$ cat src/rtl/uncached_store_tracker_if.sv
// Uncached store tracker bus bundle.
//   st_*   : uncached store request from the dcache bypass path
//   mem_*  : forwarded request to the AXI4 adapter
//   b_*    : AXI B responses (always consumed)
//   ld_*   : load alias check
//   fence_*: drain handshake
//   err_*, outstanding_o, b_unexpected_o : status
// slave = the tracker, master = the surrounding dcache/adapter side.
interface uncached_store_tracker_if #(
  parameter int AddrWidth = 64,
  parameter int CntWidth  = 3
);
  logic                 st_valid_i;
  logic                 st_ready_o;
  logic [AddrWidth-1:0] st_addr_i;
  logic [1:0]           st_size_i;
  logic                 mem_valid_o;
  logic                 mem_ready_i;
  logic [AddrWidth-1:0] mem_addr_o;
  logic [1:0]           mem_size_o;
  logic                 b_valid_i;
  logic                 b_error_i;
  logic [AddrWidth-1:0] ld_addr_i;
  logic                 ld_conflict_o;
  logic                 fence_i;
  logic                 fence_done_o;
  logic [CntWidth-1:0]  outstanding_o;
  logic                 err_valid_o;
  logic [AddrWidth-1:0] err_addr_o;
  logic                 b_unexpected_o;

  modport slave (
    input  st_valid_i, st_addr_i, st_size_i, mem_ready_i, b_valid_i, b_error_i,
           ld_addr_i, fence_i,
    output st_ready_o, mem_valid_o, mem_addr_o, mem_size_o, ld_conflict_o,
           fence_done_o, outstanding_o, err_valid_o, err_addr_o, b_unexpected_o
  );

  modport master (
    output st_valid_i, st_addr_i, st_size_i, mem_ready_i, b_valid_i, b_error_i,
           ld_addr_i, fence_i,
    input  st_ready_o, mem_valid_o, mem_addr_o, mem_size_o, ld_conflict_o,
           fence_done_o, outstanding_o, err_valid_o, err_addr_o, b_unexpected_o
  );
endinterface

$ cat src/rtl/uncached_store_tracker.sv
// Uncached store tracker.
// Admits up to MaxOutstanding uncached stores toward the AXI adapter, keeps
// each address in an in-order table until its B response returns, flags
// loads hitting an in-flight store's 8-byte granule, drains on fence and
// reports errored stores.
// Ports:
//   clk_i, rst_i : clock, async active-high reset
//   bus          : uncached_store_tracker_if.slave (store/mem/B/load/fence/status)

// One table slot: address, valid, and the load-granule compare.
module uncached_store_entry #(
  parameter int AddrWidth = 64
) (
  input  logic                 clk_i,
  input  logic                 rst_i,
  input  logic                 push_i,
  input  logic                 pop_i,
  input  logic [AddrWidth-1:0] addr_i,
  input  logic [AddrWidth-4:0] ld_gran_i,
  output logic [AddrWidth-1:0] addr_o,
  output logic                 valid_o,
  output logic                 hit_o
);
  always_ff @(posedge clk_i or posedge rst_i) begin
    if (rst_i) begin
      valid_o <= 1'b0;
      addr_o  <= '0;
    end else if (push_i) begin
      valid_o <= 1'b1;
      addr_o  <= addr_i;
    end else if (pop_i) begin
      valid_o <= 1'b0;
    end
  end

  // Registered valid: a slot popped this cycle still hits, one pushed this
  // cycle hits only from the next.
  assign hit_o = valid_o && (addr_o[AddrWidth-1:3] == ld_gran_i);
endmodule

module uncached_store_tracker #(
  parameter int MaxOutstanding = 7,
  parameter int AddrWidth      = 64,
  parameter int CntWidth       = $clog2(MaxOutstanding + 1)
) (
  input logic clk_i,
  input logic rst_i,
  uncached_store_tracker_if.slave bus
);
  localparam int PtrW = (MaxOutstanding > 1) ? $clog2(MaxOutstanding) : 1;

  typedef enum logic {RUN, DRAIN} state_e;

  state_e                                  state_q, state_d;
  logic   [CntWidth-1:0]                   count_q;
  logic   [PtrW-1:0]                       wptr_q, rptr_q;
  logic                                    accept_ok, fence_done;
  logic                                    push, pop;
  logic   [MaxOutstanding-1:0]             ent_valid, ent_hit, ent_push, ent_pop;
  logic   [MaxOutstanding-1:0][AddrWidth-1:0] ent_addr;
  logic                                    err_valid_q, unexp_q;
  logic   [AddrWidth-1:0]                  err_addr_q;
  logic                                    unused_ld_lsb;

  function automatic logic [PtrW-1:0] ptr_inc(input logic [PtrW-1:0] p);
    return (p == PtrW'(MaxOutstanding - 1)) ? '0 : p + 1'b1;
  endfunction

  // FSM: state register
  always_ff @(posedge clk_i or posedge rst_i) begin
    if (rst_i) state_q <= RUN;
    else       state_q <= state_d;
  end

  // FSM: next state
  always_comb begin
    state_d = state_q;
    case (state_q)
      RUN:     if (bus.fence_i) state_d = DRAIN;
      DRAIN:   if (count_q == '0) state_d = RUN;
      default: state_d = RUN;
    endcase
  end

  // FSM: outputs. Gate uses the registered count only, so a B in the same
  // cycle does not free a slot until the next one.
  always_comb begin
    accept_ok  = 1'b0;
    fence_done = 1'b0;
    case (state_q)
      RUN:     accept_ok  = (count_q < CntWidth'(MaxOutstanding));
      DRAIN:   fence_done = (count_q == '0);
      default: ;
    endcase
  end

  // Zero-latency forwarding; rst_i also masks the handshake so outputs
  // read as idle while reset is held.
  assign bus.st_ready_o  = !rst_i && bus.mem_ready_i && accept_ok;
  assign bus.mem_valid_o = !rst_i && bus.st_valid_i  && accept_ok;
  assign bus.mem_addr_o  = bus.st_addr_i;
  assign bus.mem_size_o  = bus.st_size_i;

  assign push = bus.st_valid_i && bus.st_ready_o;
  assign pop  = bus.b_valid_i && (count_q != '0);

  for (genvar g = 0; g < MaxOutstanding; g++) begin : g_ent
    assign ent_push[g] = push && (wptr_q == PtrW'(g));
    assign ent_pop[g]  = pop  && (rptr_q == PtrW'(g));
    uncached_store_entry #(.AddrWidth(AddrWidth)) u_ent (
      .clk_i     (clk_i),
      .rst_i     (rst_i),
      .push_i    (ent_push[g]),
      .pop_i     (ent_pop[g]),
      .addr_i    (bus.st_addr_i),
      .ld_gran_i (bus.ld_addr_i[AddrWidth-1:3]),
      .addr_o    (ent_addr[g]),
      .valid_o   (ent_valid[g]),
      .hit_o     (ent_hit[g])
    );
  end

  always_ff @(posedge clk_i or posedge rst_i) begin
    if (rst_i) begin
      count_q <= '0;
      wptr_q  <= '0;
      rptr_q  <= '0;
    end else begin
      if (push) wptr_q <= ptr_inc(wptr_q);
      if (pop)  rptr_q <= ptr_inc(rptr_q);
      case ({push, pop})
        2'b10:   count_q <= count_q + 1'b1;
        2'b01:   count_q <= count_q - 1'b1;
        default: ;
      endcase
    end
  end

  // Error pulse lasts one cycle; the address is held until the next error.
  // B with an empty table never pops, so it cannot raise a pulse.
  always_ff @(posedge clk_i or posedge rst_i) begin
    if (rst_i) begin
      err_valid_q <= 1'b0;
      err_addr_q  <= '0;
      unexp_q     <= 1'b0;
    end else begin
      err_valid_q <= pop && bus.b_error_i;
      if (pop && bus.b_error_i) err_addr_q <= ent_addr[rptr_q];
      if (bus.b_valid_i && count_q == '0) unexp_q <= 1'b1;
    end
  end

  assign bus.ld_conflict_o  = |ent_hit;
  assign bus.fence_done_o   = fence_done;
  assign bus.outstanding_o  = count_q;
  assign bus.err_valid_o    = err_valid_q;
  assign bus.err_addr_o     = err_addr_q;
  assign bus.b_unexpected_o = unexp_q;

  // Granule check ignores the byte offset within 8 bytes.
  assign unused_ld_lsb = ^{bus.ld_addr_i[2:0], ent_valid};
endmodule
$ cat src/flat_wrapper.sv
// flat-port wrapper written by rule: the top's interface ports become plain ports
module uncached_store_tracker_flat 
#(
  parameter int MaxOutstanding = 7,
  parameter int AddrWidth      = 64,
  parameter int CntWidth       = $clog2(MaxOutstanding + 1)
)
  (clk_i, rst_i, bus_st_valid_i, bus_st_addr_i, bus_st_size_i, bus_mem_ready_i, bus_b_valid_i, bus_b_error_i, bus_ld_addr_i, bus_fence_i, bus_st_ready_o, bus_mem_valid_o, bus_mem_addr_o, bus_mem_size_o, bus_ld_conflict_o, bus_fence_done_o, bus_outstanding_o, bus_err_valid_o, bus_err_addr_o, bus_b_unexpected_o);
  uncached_store_tracker_if #(.AddrWidth(AddrWidth), .CntWidth(CntWidth)) bus_i ();
  input logic clk_i;
  input logic rst_i;
  input wire logic [$bits(bus_i.st_valid_i)-1:0] bus_st_valid_i;
  input wire logic [$bits(bus_i.st_addr_i)-1:0] bus_st_addr_i;
  input wire logic [$bits(bus_i.st_size_i)-1:0] bus_st_size_i;
  input wire logic [$bits(bus_i.mem_ready_i)-1:0] bus_mem_ready_i;
  input wire logic [$bits(bus_i.b_valid_i)-1:0] bus_b_valid_i;
  input wire logic [$bits(bus_i.b_error_i)-1:0] bus_b_error_i;
  input wire logic [$bits(bus_i.ld_addr_i)-1:0] bus_ld_addr_i;
  input wire logic [$bits(bus_i.fence_i)-1:0] bus_fence_i;
  output wire logic [$bits(bus_i.st_ready_o)-1:0] bus_st_ready_o;
  output wire logic [$bits(bus_i.mem_valid_o)-1:0] bus_mem_valid_o;
  output wire logic [$bits(bus_i.mem_addr_o)-1:0] bus_mem_addr_o;
  output wire logic [$bits(bus_i.mem_size_o)-1:0] bus_mem_size_o;
  output wire logic [$bits(bus_i.ld_conflict_o)-1:0] bus_ld_conflict_o;
  output wire logic [$bits(bus_i.fence_done_o)-1:0] bus_fence_done_o;
  output wire logic [$bits(bus_i.outstanding_o)-1:0] bus_outstanding_o;
  output wire logic [$bits(bus_i.err_valid_o)-1:0] bus_err_valid_o;
  output wire logic [$bits(bus_i.err_addr_o)-1:0] bus_err_addr_o;
  output wire logic [$bits(bus_i.b_unexpected_o)-1:0] bus_b_unexpected_o;
  assign bus_i.st_valid_i = bus_st_valid_i;
  assign bus_i.st_addr_i = bus_st_addr_i;
  assign bus_i.st_size_i = bus_st_size_i;
  assign bus_i.mem_ready_i = bus_mem_ready_i;
  assign bus_i.b_valid_i = bus_b_valid_i;
  assign bus_i.b_error_i = bus_b_error_i;
  assign bus_i.ld_addr_i = bus_ld_addr_i;
  assign bus_i.fence_i = bus_fence_i;
  assign bus_st_ready_o = bus_i.st_ready_o;
  assign bus_mem_valid_o = bus_i.mem_valid_o;
  assign bus_mem_addr_o = bus_i.mem_addr_o;
  assign bus_mem_size_o = bus_i.mem_size_o;
  assign bus_ld_conflict_o = bus_i.ld_conflict_o;
  assign bus_fence_done_o = bus_i.fence_done_o;
  assign bus_outstanding_o = bus_i.outstanding_o;
  assign bus_err_valid_o = bus_i.err_valid_o;
  assign bus_err_addr_o = bus_i.err_addr_o;
  assign bus_b_unexpected_o = bus_i.b_unexpected_o;
  uncached_store_tracker #(.MaxOutstanding(MaxOutstanding), .AddrWidth(AddrWidth), .CntWidth(CntWidth)) u_core (.clk_i(clk_i), .rst_i(rst_i), .bus(bus_i));
endmodule
$ cat config.mk
export PLATFORM = sky130hd
export DESIGN_NAME = uncached_store_tracker_flat
export DESIGN_NICKNAME = d
export VERILOG_FILES = /design/src/rtl/uncached_store_tracker_if.sv /design/src/rtl/uncached_store_tracker.sv /design/src/flat_wrapper.sv
export SDC_FILE = /design/constraint.sdc
export NUM_CORES = 1
export LEC_CHECK = 0
export CELL_PAD_IN_SITES_DETAIL_PLACEMENT = 1
export CELL_PAD_IN_SITES_GLOBAL_PLACEMENT = 1
export CORE_MARGIN = 5
export CORE_UTILIZATION = 44
export CTS_BUF_LIST = sky130_fd_sc_hd__clkbuf_2
export DETAILED_ROUTE_END_ITERATION = 10
export GPL_ROUTABILITY_DRIVEN = 0
export PLACE_DENSITY_LB_ADDON = 0.1
export SLEW_MARGIN = 40
export SYNTH_ARGS = -nofsm -noshare
export SYNTH_HDL_FRONTEND = slang
export SYNTH_SLANG_ARGS = --single-unit
$ cat constraint.sdc
create_clock -name clk_i -period 19.2 [get_ports clk_i]
set_input_delay 3.84 -clock clk_i [delete_from_list [all_inputs] [get_ports clk_i]]
set_output_delay 3.84 -clock clk_i [all_outputs]
set_load 0.01 [all_outputs]
==> results.py <==
metrics = {
    "logic_synthesis": {
        "ys_async_sr_fraction_pct": 100,
        "synth_cell_types": 64,
        "synth_nets": 2555,
        "netlist_area_um2": 29700,
        "yosys_warnings": 0,
        "synth-edff-count": 0,
        "ys_seq_elements": 531,
        "syn_inst": 2414,
        "syn_avg_cell_area_um2": 12.3,
        "yosys_most_used_dff": "dfrtp_1",
        "synth-seq-area-share_pct": 44.8,
    },
    "timing": {
        "slew_headroom_pct": 22.9,
        "finalSetupViolCount": 0,
        "fmaxAchievable_mhz": 86.6,
        "post-route-period-util_pct": 60.2,
        "final_max_slew_viol_count": 0,
        "finalWorstSetupSlack_ns": 7.65,
        "hold_viol": 0,
        "tightestPinTransition_ns": 1.15,
        "fin_setup_tns_ns": 0,
        "rsz0062_at_grt": "no",
        "fin_crit_ns": 11.55,
        "fin_worst_skew_ns": 0.116,
    },
    "worst_setup_path": {
        "start_kind": "primary input",
        "startpoint": "bus_ld_addr_i[54]",
        "path_class": "primary input to output port",
        "required_ns": 15.36,
        "ff2ff_path_depth": 5,
        "regToRegStartpoint": "u_core.rptr_q[0]",
        "endpoint_kind": "output port",
        "worstPathArrival_ns": 7.71,
        "crit_fanout": 8,
        "reg2reg_slack_ns": 15.90,
    },
    "die": {
        "die_w_um": 270,
        "die-area_um2": 72700,
        "initial_core_util_pct": 44.2,
        "rows": 95,
        "die_h_um": 270,
        "core_region_area_um2": 67000,
        "ios": 276,
    },
    "grt": {
        "grt_pass1_wl_um": 173000,
        "antenna_found_initial": 5,
        "grt_usage_pct": 32.8,
        "grt_max_degree": 127,
        "grt-ovfl-total": 0,
        "grt_pass1_vias": 23100,
    },
    "final_layout": {
        "final_cells": 3596,
        "area_delta_synth_final_pct": 13.2,
        "stdcell_area_um2": 33600,
        "drive_above_1_share_pct": 25.9,
        "finalNetCount": 2765,
    },
    "power_and_ir_drop": {
        "leakage_nw": 15.0,
        "irDropWorstVdd_v": 0.0000587,
        "power.density_nw_per_um2": 119,
        "finalPower_mw": 3.99,
    },
    "routing": {
        "drc": 0,
        "viasPerCell": 6.12,
        "drtIter0Drc": 2227,
        "wl_per_cell_um": 33.9,
        "route.vias.total": 22000,
        "dr.pass1.iters": 7,
        "wl_um": 122000,
        "ant_nets": 0,
    },
    "clock_tree": {
        "clk_pin_slew_ns": 0.10,
        "cts_setup_buffers": 0,
        "cts-htree-levels": 4,
        "cts_sinks": 531,
        "cts_buffers": 145,
        "cts_tree": "done",
        "cts_hold_buf": 0,
        "cts-resized-gates": 0,
        "insertion_delay_ns": 1.39,
        "cts-root-buf": "clkbuf_2",
        "cts_buffer_depth": 3,
    },
    "placement": {
        "post-place-cells": 3350,
        "hpwl_um": 90800,
        "port_buffers": 268,
        "placed_cell_area_um2": 32300,
        "pre_cts_slack_ns": 8.08,
    },
    "min_path": {
        "holdPathStages": 1,
        "hp-class": "flop to flop",
        "hold_path.startpoint": "u_core.bus.b_unexpected_o",
    },
    "job": {
        "max-cap-violations": 0,
    },
    "status": {
        "run_status": "finished, final reports clean",
    },
}
[path summary, 6_finish.rpt]
kind | to
setup / recovery | bus_ld_conflict_o
max in group asynchronous | u_core.g_ent[1].u_ent.addr_o[26]
hold / removal | u_core.bus.b_unexpected_o
hold reg to reg | u_core.bus.b_unexpected_o
setup reg to reg | u_core.bus.err_addr_o[36]
min in group asynchronous | u_core.bus.err_addr_o[50]
[through the flow]
| step | hold slack (ns) | util (%) |
|---|---|---|
| detailed placement | 0.455 | 48.1 |
| global placement | 0.448 | 47.9 |
| CTS | 0.480 | 50.0 |
| finish | 0.477 | 50.1 |
| global route | 0.507 | 50.1 |
| floorplan | 0.443 | - |
[Yosys cell counts (4+ instances only)]
| master | number | area, um2 |
|---|---|---|
| clkbuf_1 | 26 | 97.6 |
| dfrtp_1 | 531 | 13300 |
| a21o_1 | 4 | 30.0 |
| nand2b_1 | 51 | 319 |
| o2111ai_1 | 15 | 131 |
| o2bb2ai_1 | 7 | 61.3 |
| o21ai_0 | 144 | 721 |
| a22oi_1 | 10 | 75.1 |
| o221ai_1 | 7 | 61.3 |
| a21oi_1 | 5 | 25.0 |
| nor4_1 | 41 | 257 |
| a22o_1 | 7 | 61.3 |
| nor2b_1 | 17 | 106 |
| mux2i_1 | 90 | 901 |
| mux2_1 | 91 | 1020 |
| mux2_4 | 129 | 1940 |
| xor2_1 | 55 | 482 |
| nand4_1 | 76 | 475 |
| nor2_1 | 12 | 45.0 |
| buf_6 | 25 | 282 |
| o22ai_1 | 25 | 156 |
| xnor2_1 | 264 | 2310 |
| inv_1 | 61 | 229 |
| nor3_1 | 4 | 20.0 |
| o211ai_1 | 41 | 308 |
| buf_12 | 6 | 120 |
| nand2_1 | 146 | 548 |
| buf_2 | 105 | 526 |
| buf_4 | 76 | 571 |
| mux4_2 | 64 | 1440 |
| mux2_2 | 225 | 2530 |
[logic make-up after synthesis]
kind of cell / after synthesis / synth area share, %
AO/OA/AOI/OAI: 284 / 6.09
XOR/XNOR: 319 / 9.42
adder cells (fa/ha/maj): 4 / 0.194
buffers and inverters: 303 / 6.22
flip-flops: 531 / 44.8
multiplexers: 599 / 26.4
AND/OR/NAND/NOR: 374 / 6.84
[cell type report]
class	count	area (um2)
well taps	873	1090
flip-flops and latches	531	13300
clock inverters	28	193
fillers	7060	33500
inverters	65	262
multi-input cells	1580	14600
diodes	2	5.00
repair buffers	301	3040
clock buffers	216	1080
[per-layer routing]
metal	vias up	track usage, %	routed length (um)
met5	-	0	41
met4	6	18.6	8030
met3	325	9.95	10600
met2	1089	49.7	54100
met1	11500	41.9	49000
li1	9071	-	-
[placed cells by master (no fill, tap or decap), drive strengths merged, types with 64 or more instances in the layout]
cell type,count
o21ai,144
dfrtp,531
mux2,445
clkbuf,217
inv,70
mux2i,90
nand4,76
xnor2,264
nand2,148
clkdlybuf4s50,268
mux4,64
[state kept, by name, indices dropped and copies added (netlist names)]
name,cells
u_core.rptr_q,3
u_core.state_q,1
u_core.bus.b_unexpected_o,1
u_core.bus.err_valid_o,1
u_core.bus.err_addr_o,64
u_core.g_ent.u_ent.valid_o,7
u_core.bus.outstanding_o,3
u_core.wptr_q,3
u_core.g_ent.u_ent.addr_o,448
[critical path, cell delays in order]
cell and delay, ns:
clkdlybuf4s50_1 0.79, xnor2_1 0.46, nand4_1 0.35, nor4_1 1.05
nand4_1 0.17, o22ai_1 0.19, or4_1 0.27, clkdlybuf4s50_1 0.59
[report_power, final]
part / internal (mW) / switching [mW] / total [mW]
sequential: 1.36 / 0.289 / 1.65
combinational: 0.677 / 0.824 / 1.50
clock: 0.336 / 0.505 / 0.841
Note: power is estimated with default switching activity, not from simulation.
